### config.mk
export PLATFORM = sky130hd
export DESIGN_NAME = axi_addr_decode_slice
export DESIGN_NICKNAME = d
export VERILOG_FILES = /design/src/rtl/axi_addr_decode_slice.sv
export SDC_FILE = /design/constraint.sdc
export NUM_CORES = 1
export LEC_CHECK = 0
export BUFFER_PORTS_ARGS = -buffer_cell sky130_fd_sc_hd__buf_2
export CAP_MARGIN = 20
export CORE_ASPECT_RATIO = 0.6
export CORE_MARGIN = 2
export CORE_UTILIZATION = 48
export CTS_BUF_LIST = sky130_fd_sc_hd__clkbuf_8
export DETAILED_ROUTE_END_ITERATION = 6
export GPL_ROUTABILITY_DRIVEN = 0
export PLACE_DENSITY = 0.91
export SKIP_CTS_REPAIR_TIMING = 1
export SLEW_MARGIN = 10
export SYNTH_ARGS = -nofsm -noshare
export SYNTH_HDL_FRONTEND = slang
export SYNTH_SLANG_ARGS = --single-unit
### constraint.sdc
create_clock -name clk -period 2.15 [get_ports clk]
set_clock_uncertainty 0.2 [all_clocks]
set_input_delay 0.3225 -clock clk [delete_from_list [all_inputs] [get_ports clk]]
set_output_delay 0.3225 -clock clk [all_outputs]
set_load 0.05 [all_outputs]
### src/rtl/axi_addr_decode_slice.sv
// Registered AXI address decoder slice.
// Maps an AW/AR address to a one-hot slave select or DECERR.
module axi_addr_decode_slice #(
  parameter int ADDR_WIDTH  = 32,
  parameter int ID_WIDTH    = 4,
  parameter int NUM_SLAVES  = 4,
  parameter int REGION_BITS = 12,
  parameter logic [ADDR_WIDTH-1:0] BASE_ADDR = '0,
  parameter int CNT_WIDTH   = 8
) (
  input  logic                  clk,
  input  logic                  rst,
  input  logic [ADDR_WIDTH-1:0] s_addr,
  input  logic [ID_WIDTH-1:0]   s_id,
  input  logic                  s_valid,
  output logic                  s_ready,
  output logic [ADDR_WIDTH-1:0] m_addr,
  output logic [ID_WIDTH-1:0]   m_id,
  output logic [NUM_SLAVES-1:0] m_sel,
  output logic                  m_decerr,
  output logic                  m_valid,
  input  logic                  m_ready,
  input  logic                  err_clr,
  output logic [CNT_WIDTH-1:0]  err_count
);

  localparam int XW = ADDR_WIDTH + 2;

  localparam logic [XW-1:0] SPAN =
    XW'(NUM_SLAVES) << REGION_BITS;
  localparam logic [XW-1:0] END_A =
    XW'(BASE_ADDR) + SPAN;
  localparam logic [XW-1:0] LIMIT =
    XW'(1) << ADDR_WIDTH;
  localparam logic [ADDR_WIDTH-1:0] BASE_AL =
    (BASE_ADDR >> REGION_BITS) << REGION_BITS;

  if (END_A > LIMIT) begin : g_bad_span
    $error("slave regions overrun the address space");
  end
  if (BASE_AL != BASE_ADDR) begin : g_bad_align
    $error("BASE_ADDR not aligned to region size");
  end
  if (NUM_SLAVES < 1 || NUM_SLAVES > 16) begin : g_bad_num
    $error("NUM_SLAVES must be 1..16");
  end

  logic                  w_borrow;
  logic [ADDR_WIDTH-1:0] w_off;
  logic [ADDR_WIDTH-1:0] w_idx;
  logic                  w_in_range;
  logic [NUM_SLAVES-1:0] w_sel;
  logic                  w_decerr;
  logic                  w_accept;

  logic                  r_valid;
  logic [ADDR_WIDTH-1:0] r_addr;
  logic [ID_WIDTH-1:0]   r_id;
  logic [NUM_SLAVES-1:0] r_sel;
  logic                  r_decerr;
  logic [CNT_WIDTH-1:0]  r_cnt;

  // Borrow out of the offset subtraction means below BASE_ADDR.
  assign {w_borrow, w_off} =
    {1'b0, s_addr} - {1'b0, BASE_ADDR};
  assign w_idx      = w_off >> REGION_BITS;
  assign w_in_range = !w_borrow &&
    (w_idx < ADDR_WIDTH'(NUM_SLAVES));
  assign w_decerr   = !w_in_range;

  // One-hot select from the region index.
  always_comb begin
    w_sel = '0;
    for (int i = 0; i < NUM_SLAVES; i++) begin
      w_sel[i] = w_in_range &&
        (w_idx == ADDR_WIDTH'(i));
    end
  end

  assign s_ready  = !rst && (!r_valid || m_ready);
  assign w_accept = s_valid && s_ready;

  // One-entry slice: load on accept, retire on m_ready.
  always_ff @(posedge clk) begin
    if (rst) begin
      r_valid  <= 1'b0;
      r_addr   <= '0;
      r_id     <= '0;
      r_sel    <= '0;
      r_decerr <= 1'b0;
    end else if (w_accept) begin
      r_valid  <= 1'b1;
      r_addr   <= s_addr;
      r_id     <= s_id;
      r_sel    <= w_sel;
      r_decerr <= w_decerr;
    end else if (m_ready) begin
      r_valid  <= 1'b0;
    end
  end

  // Saturating DECERR counter; clear wins over increment.
  always_ff @(posedge clk) begin
    if (rst || err_clr) begin
      r_cnt <= '0;
    end else if (w_accept && w_decerr &&
                 (r_cnt != '1)) begin
      r_cnt <= r_cnt + 1'b1;
    end
  end

  assign m_valid   = r_valid;
  assign m_addr    = r_addr;
  assign m_id      = r_id;
  assign m_sel     = r_sel;
  assign m_decerr  = r_decerr;
  assign err_count = r_cnt;

endmodule

* Word level (Yosys, flattened, before mapping)
Index checks and enable logic that the tools add are counted.
Cells by class: add/sub/neg operators 1, div/mod/pow operators 0, $mul 0, reductions and logical operators 15, $lt $le $gt $ge 1, equal/unequal tests 4, muxes and demuxes 2, shift operators 0, bitwise operators 0
Operators by type and width (number):
- $eq 20x2->1 const B | 2
- $logic_not 32->1 | 1
- $eq 20x1->1 const B | 1
- $lt 20x3->1 const B | 1
- $add 8x1->8 const B | 1
- $logic_and 1x1->1 | 8
- $ne 8x8->1 const B | 1
- $logic_not 1->1 | 3
- $logic_or 1x1->1 | 2
- $mux 1 | 2
- $reduce_bool 2->1 | 1
Word-level totals: word-level logic and storage cells 29, register bits after elaboration 50, bits in latches 0, memory bits (read-only) 0, bits in writable memories 0, memories kept 0

* Logic depth before layout (Yosys ltp)
Gate-level depths: netlist of run 1.
word-level depth 6, mapped depth 7, gate-level depth less buffers 5

* Worst setup path after synthesis of run 1
Ideal clock, no wire load.
path type flip-flop to flip-flop, from register r_valid, in the netlist m_valid, to register r_sel[1], in the netlist m_sel[1], period minus slack after synthesis 2569 ps, setup slack -419 ps, stages on the path, launching flop included 6, data required time 1880 ps, data arrival time 2299 ps, cell sequence dfxtp_1 nor2b_1 nor2_1 nand2_1 or4_1 a21oi_1
On the way: word-level cells in the longest chain between the ends 4
Ends and longest elaborated chain:
- from (decl) | RTL line 56 | logic r_valid;
- from (signal assigned) | RTL line 86 | r_valid <= 1'b0;
- from (signal assigned) | RTL line 92 | r_valid <= 1'b1;
- from (signal assigned) | RTL line 98 | r_valid <= 1'b0;
- $logic_not 1->1 | RTL line 80 | assign s_ready = !rst && (!r_valid || m_ready);
- $logic_or 1x1->1 | RTL line 80
- $logic_and 1x1->1 | RTL line 80
- via s_ready | RTL line 16 | output logic s_ready,
- $logic_and 1x1->1 | RTL line 81 | assign w_accept = s_valid && s_ready;
- to (signal assigned) | RTL line 95 | r_sel <= w_sel;
- to (decl) | RTL line 59 | logic [NUM_SLAVES-1:0] r_sel;
The timed path passes the listed nets, and every way through them passes these cells. A chain may end at the register's enable or synchronous reset.

* Worst setup path after layout of run 1
from register r_valid, in the netlist m_valid, to register r_cnt[7], in the netlist err_count[7]
On the way: word-level cells in the longest chain between the ends 6
Ends and longest elaborated chain:
- $logic_not 1->1 | RTL line 80
- $logic_or 1x1->1 | RTL line 80
- $logic_and 1x1->1 | RTL line 80
- $logic_and 1x1->1 | RTL line 81
- $logic_and 1x1->1 (2 in series) | RTL line 106 | end else if (w_accept && w_decerr &&
- to (signal assigned) | RTL line 108 | r_cnt <= r_cnt + 1'b1;
- to (decl) | RTL line 61 | logic [CNT_WIDTH-1:0] r_cnt;
Every way passes these cells.

==> results.py, run 1 <==
metrics = {
    "power_and_ir_drop": {
        "p_per_area_nw_per_um2": 778,
        "clkPwrFrac": 0.320,
        "power.leakage_nw": 1.15,
        "p_sw_mw": 0.628,
        "p_int_mw": 1.43,
        "combPwrFrac": 0.194,
        "irDropWorstVdd_uv": 498,
        "seq_power_share": 0.486,
        "p_sw_frac": 0.305,
    },
    "drt": {
        "finalWirelength_um": 4940,
        "wl_per_cell_um": 13.0,
        "drc": 0,
        "vias_per_cell": 5.09,
        "drtIter0Drc": 76,
        "dr.pass1.iters": 4,
        "ant_nets": 0,
        "num_vias": 1935,
    },
    "synth": {
        "syn-cell-area_um2": 2000,
        "yosysWarnings": 0,
        "synth_flop_cell": "dfxtp_1",
        "synth_cells": 239,
        "synth_nets": 281,
        "syn_area_per_cell_um2": 8.35,
        "yosysTopAreaCellShare": 0.502,
        "synthDistinctLibCells": 36,
        "yosysTopAreaCell": "dfxtp_1",
        "synth_seq_cells": 50,
        "netlist_top_cells_area": "dfxtp_1, nand2b_1, nand2_1",
        "synth_edf_count": 0,
        "ys_async_sr_fraction": 0,
        "ys_seq_area_frac": 0.502,
    },
    "finish": {
        "area_growth_pct": 32.8,
        "nets": 371,
        "finish.utilization": 0.654,
        "layout-drive-gt1-share": 0.339,
        "n_antenna_cell": 0,
    },
    "sta": {
        "timing_hold_violations_final": 0,
        "final.setup.worst_slack_ns": 0.151,
        "finalCriticalPeriod_ns": 2.00,
        "slew_headroom": 0.691,
        "rsz0062_at_grt": "false",
        "max_freq_ghz": 0.500,
        "slew_viol_final": 0,
        "worst_pin_slew_ns": 0.463,
        "finalCritPeriodShare": 0.930,
        "setup_violations": 0,
    },
    "floorplanning": {
        "fp.dieArea_um2": 4710,
        "die_width_um": 87.2,
        "io_pins": 92,
        "rows": 18,
        "start_util": 0.492,
        "core_um2": 4050,
        "fp.dieH_um": 53.9,
    },
    "worst_setup_path": {
        "r2r_start": "m_valid$_SDFFE_PP0P_",
        "setup.worst_path.end_class": "flop",
        "cp_data_arrival_time_ns": 2.04,
        "r2r-end": "err_count[7]$_SDFFE_PP0P_",
        "start_kind": "flop",
        "r2r_setup_slack_ns": 0.15,
        "path_max_fanout": 15,
        "setup.worst_path.class": "flop to flop",
        "r2r_cells": 6,
        "worstPathRequired_ns": 2.19,
    },
    "grt": {
        "grt.total_usage": 0.216,
        "antenna_found_initial": 0,
        "grt_pass1_wl_um": 7700,
        "first_global_vias": 1734,
        "gr-total-overflow": 0,
        "grt_max_degree": 48,
    },
    "cts": {
        "cts.clk_slew.worst_paths_ns": 0.09,
        "clkLatencyLatePin_ns": 0.30,
        "clockBufferDepth": 2,
        "cts_buffers": 5,
        "cts-root-buf": "clkbuf_8",
        "htree_levels": 2,
        "cts_tree": "done",
        "clock_sinks": 50,
    },
    "placement": {
        "port_buffers": 91,
        "place_hpwl_um": 3590,
        "place_ws_ns": -0.0615,
    },
    "min_path": {
        "worstHoldPathCells": 3,
        "min-delay-path-class": "input pin to flop",
        "whs_endpoint": "m_addr[9]$_SDFFE_PP0P_",
        "min-delay-start": "s_addr[9]",
    },
    "job": {
        "drv_cap": 0,
    },
    "outcome": {
        "outcome": "completed",
    },
}
## power groups by stage
stage / sequential (mW) / combinational (mW) / clock, mW
finish: 1.00 / 0.399 / 0.660
global route: 1.01 / 0.428 / 0.716
CTS: 1.00 / 0.401 / 0.674
detailed placement: 1.02 / 0.400 / 0
global placement: 1.02 / 0.393 / 0
floorplan: 1.20 / 0.0980 / 0
## how the worst max path moves through the flow
stage | startpoint | endpoint | depth (start not counted)
after floorplan | m_valid$_SDFFE_PP0P_ | err_count[7]$_SDFFE_PP0P_ | 6
after global placement | s_addr[26] | m_sel[1]$_SDFFE_PP0P_ | 5
after detailed placement | s_addr[26] | m_sel[1]$_SDFFE_PP0P_ | 5
after CTS | m_valid$_SDFFE_PP0P_ | m_sel[3]$_SDFFE_PP0P_ | 6
after global routing | m_valid$_SDFFE_PP0P_ | err_count[7]$_SDFFE_PP0P_ | 6
final | m_valid$_SDFFE_PP0P_ | err_count[7]$_SDFFE_PP0P_ | 6
## metal layers
metal  GRT usage  routed length [um]  vias up
li1            -                   -      989
met1       0.276                2380      864
met2       0.350                2100       75
met3      0.0706                 415        7
met4      0.0744                  46        0
met5           0                   0        -
## flip-flops by register name (all words and copies together), names as in the netlist
signal,flops
err_count,8
m_decerr,1
m_addr,32
m_valid,1
m_sel,4
m_id,4
## worst max-delay path, stage by stage, from the launching register on
cell and delay (ns):
dfxtp_1 0.32, nor2b_1 0.18, nor3b_2 0.28, o31ai_2 0.11
buf_4 0.19, or4_1 0.50, a21oi_1 0.15
## layout make-up
class                   instances  area (um2)
multi-input cells             171         937
fillers                       360        1400
inverters                       3        11.3
repair buffers                 98         524
clock inverters                 3        45.0
well taps                      50        62.6
flip-flops and latches         50        1000
clock buffers                   5        68.8
## cells in the mapped netlist (2+ instances only)
| cell type | instances |
|---|---|
| a21oi_1 | 9 |
| a31oi_1 | 2 |
| buf_1 | 5 |
| buf_2 | 2 |
| clkbuf_1 | 8 |
| dfxtp_1 | 50 |
| inv_1 | 3 |
| nand2_1 | 47 |
| nand2b_1 | 35 |
| nand3_1 | 2 |
| nor2_1 | 7 |
| nor3b_1 | 2 |
| nor4_1 | 4 |
| o21ai_0 | 22 |
| o21ai_1 | 14 |
| o31ai_1 | 3 |
| or3_1 | 3 |
| or4_1 | 3 |
## through the flow
| step | hold WS [ns] | TNS, ns | instances | power, mW | area, um2 |
|---|---|---|---|---|---|
| global route | 0.0127 | 0 | 380 | 2.15 | 2650 |
| finish | 0.0117 | 0 | 380 | 2.06 | 2650 |
| global placement | 0.243 | -0.0427 | 372 | 1.42 | 2530 |
| detailed placement | 0.253 | -0.191 | 372 | 1.42 | 2530 |
| CTS | 0.00406 | 0 | 380 | 2.08 | 2650 |
| floorplan | 0.223 | 0 | 239 | 1.30 | 2000 |
## cells by family (layout without fill, tap and decap cells)
logic type / after synthesis / after routing / synth area share
AOI/OAI and AO/OA: 59 / 59 / 0.170
adders and majority gates: 1 / 1 / 0.00627
buffers and inverters: 18 / 109 / 0.0351
DFF: 50 / 50 / 0.502
and+or+nand+nor: 111 / 111 / 0.287
## cell usage in the layout (no fill, tap or decap), types with 2 or more instances in the layout
cell type | synthesis | layout
nor4_1 | 4 | 4
nand3_1 | 2 | 2
clkinvlp_4 | 0 | 2
clkbuf_8 | 0 | 5
o21ai_1 | 14 | 14
a31oi_1 | 2 | 2
buf_4 | 0 | 5
o31ai_1 | 3 | 3
dfxtp_1 | 50 | 50
o21ai_0 | 22 | 22
inv_1 | 3 | 3
nand2_1 | 47 | 47
nor2_1 | 7 | 6
nand2b_1 | 35 | 35
or4_1 | 3 | 3
a21oi_1 | 9 | 9
buf_2 | 2 | 91
or3_1 | 3 | 3
No activity file was read; power rests on OpenSTA's default activity.
==> run 2, diff against run 1 <==
--- a/config.mk
+++ b/config.mk
@@ -14,6 +14,7 @@
 export DETAILED_ROUTE_END_ITERATION = 6
 export GPL_ROUTABILITY_DRIVEN = 0
 export PLACE_DENSITY = 0.91
+export REMOVE_ABC_BUFFERS = 1
 export SKIP_CTS_REPAIR_TIMING = 1
 export SLEW_MARGIN = 10
 export SYNTH_ARGS = -nofsm -noshare
==> run 2 against run 1 <==
Sequential share of layout area up 0.49 points. Fmax rose by 2.5%. Wire length is 3.3% lower. Register-to-register slack better by 0.05 ns. First-iteration DRC count up 1.3%. Design area decreased by 1.3%. Via count is 0.52% higher.
==> results.py, run 2 (same netlist as run 1, synthesis figures left out) <==
metrics = {
    "worst_setup_path": {
        "crit_slowest_cell": "or4_1",
        "startpoint": "m_valid$_SDFFE_PP0P_",
        "path_max_fanout": 15,
        "setup.worst_path.end_class": "flop",
        "setup.worst_path.class": "flop to flop",
        "r2r-end": "err_count[4]$_SDFFE_PP0P_",
        "cp-endpoint": "err_count[4]$_SDFFE_PP0P_",
        "cp_data_arrival_time_ns": 1.98,
        "r2r_setup_slack_ns": 0.20,
        "worstPathRequired_ns": 2.18,
        "start_kind": "flop",
        "slowest_delay_ns": 0.52,
        "path_cells": "nor2b_1, nor3b_2, o31ai_2, buf_4, or4_1, a21oi_1",
        "r2r_start": "m_valid$_SDFFE_PP0P_",
        "r2r_cells": 6,
    },
    "placement": {
        "place_hpwl_um": 3570,
        "place_ws_ns": -0.0805,
        "port_buffers": 91,
    },
    "cts": {
        "cts-root-buf": "clkbuf_8",
        "clkLatencyLatePin_ns": 0.29,
        "cts.clk_slew.worst_paths_ns": 0.09,
        "cts_tree": "done",
        "clockBufferDepth": 2,
        "htree_levels": 2,
        "cts_buffers": 5,
        "clock_sinks": 50,
    },
    "drt": {
        "drtIter0Drc": 77,
        "dr.pass1.iters": 4,
        "finalWirelength_um": 4780,
        "num_vias": 1945,
        "ant_nets": 0,
        "drc": 0,
        "wl_per_cell_um": 12.6,
        "vias_per_cell": 5.12,
    },
    "sta": {
        "finalCritPeriodShare": 0.908,
        "hold_ws_ns": 0.0278,
        "max_freq_ghz": 0.512,
        "slew_headroom": 0.665,
        "setup_violations": 0,
        "rsz0062_at_grt": "false",
        "timing_hold_violations_final": 0,
        "finalCriticalPeriod_ns": 1.95,
        "final.setup.worst_slack_ns": 0.198,
        "slew_viol_final": 0,
        "worst_pin_slew_ns": 0.503,
    },
    "finish": {
        "nets": 371,
        "multi_input_area_um2": 930,
        "nFillCells": 369,
        "seq_area_um2": 1000,
        "n_antenna_cell": 0,
        "layout_commonest_cell": "buf_2",
        "layout-drive-gt1-share": 0.333,
        "area_growth_pct": 31.1,
        "layout_common_cells": "buf_2, dfxtp_1, nand2_1",
        "largest_reg_flops": 32,
    },
    "grt": {
        "grt_max_degree": 71,
        "antenna_found_initial": 0,
        "grt_pass1_wl_um": 7530,
        "first_global_vias": 1691,
        "grt.total_usage": 0.210,
        "gr-total-overflow": 0,
    },
    "min_path": {
        "min-delay-path-class": "input pin to flop",
        "worstHoldPathCells": 3,
    },
    "power_and_ir_drop": {
        "combPwrFrac": 0.204,
        "p_sw_frac": 0.307,
        "p_per_area_nw_per_um2": 739,
        "power.leakage_nw": 1.15,
        "irDropWorstVdd_uv": 415,
        "seq_power_share": 0.518,
        "p_sw_mw": 0.593,
        "clkPwrFrac": 0.277,
        "p_int_mw": 1.34,
    },
    "floorplanning": {
        "io_pins": 92,
        "rows": 18,
        "fp.dieH_um": 53.9,
        "die_width_um": 87.2,
        "fp.dieArea_um2": 4710,
        "start_util": 0.492,
        "core_um2": 4050,
    },
    "job": {
        "drv_cap": 0,
    },
    "outcome": {
        "outcome": "completed",
    },
}
run 2: cell types whose count changed in the layout (fill, tap and decap cells not counted), sizes merged:
cell | before | now
clkbuf | 5 | 6
inv | 3 | 4
clkinv | 0 | 1
clkinvlp | 2 | 0
bufinv | 1 | 0
run 2: area by class of cell:
type	count	area share
well taps	50	0.0239
multi-input cells	171	0.355
flip-flops and latches	50	0.383
repair buffers	98	0.199
clock buffers	6	0.0316
clock inverters	2	0.00335
inverters	3	0.00430
run 2: power groups by stage:
stage          registers [mW]  logic, mW  clock network [mW]
2_1_floorplan            1.20     0.0865                   0
3_3_place_gp             1.02      0.391                   0
3_5_place_dp             1.02      0.398                   0
4_1_cts                  1.00      0.398               0.555
5_1_grt                  1.01      0.422               0.595
6_report                 1.00      0.395               0.536
run 2: how the worst min path moves through the flow:
| stage | from | to | slack (ns) |
|---|---|---|---|
| final | s_addr[2] | m_addr[2]$_SDFFE_PP0P_ | 0.03 |
| after global routing | s_id[1] | m_id[1]$_SDFFE_PP0P_ | 0.02 |
| after CTS | s_addr[2] | m_addr[2]$_SDFFE_PP0P_ | 0.02 |
| after detailed placement | m_addr[13]$_SDFFE_PP0P_ | m_addr[13]$_SDFFE_PP0P_ | 0.25 |
| after global placement | m_addr[12]$_SDFFE_PP0P_ | m_addr[12]$_SDFFE_PP0P_ | 0.24 |
| after floorplan | rst | m_addr[12]$_SDFFE_PP0P_ | 0.19 |
run 2: metrics by stage:
stage	util	cell area [um2]	instances	TNS (ns)	power, mW
global route	0.645	2620	380	0	2.03
CTS	0.645	2620	380	0	1.96
global placement	0.623	2520	372	-0.0398	1.41
detailed placement	0.623	2520	372	-0.121	1.42
floorplan	-	1940	224	-150.24	1.29
finish	0.645	2620	380	0	1.93
run 2: worst max-delay path, delay by kind of cell (launching register included):
kind	cells	cell delay, ns
simple gates	3	0.94
flops	1	0.31
compound gates	2	0.25
buf+inv	1	0.19
run 2: metal layers:
layer | up-vias | part of all wire | GRT usage
met5 | - | 0 | 0
met4 | 0 | 0.0065 | 0.0615
met3 | 5 | 0.087 | 0.0736
met2 | 82 | 0.44 | 0.346
met1 | 868 | 0.46 | 0.263
li1 | 990 | - | -
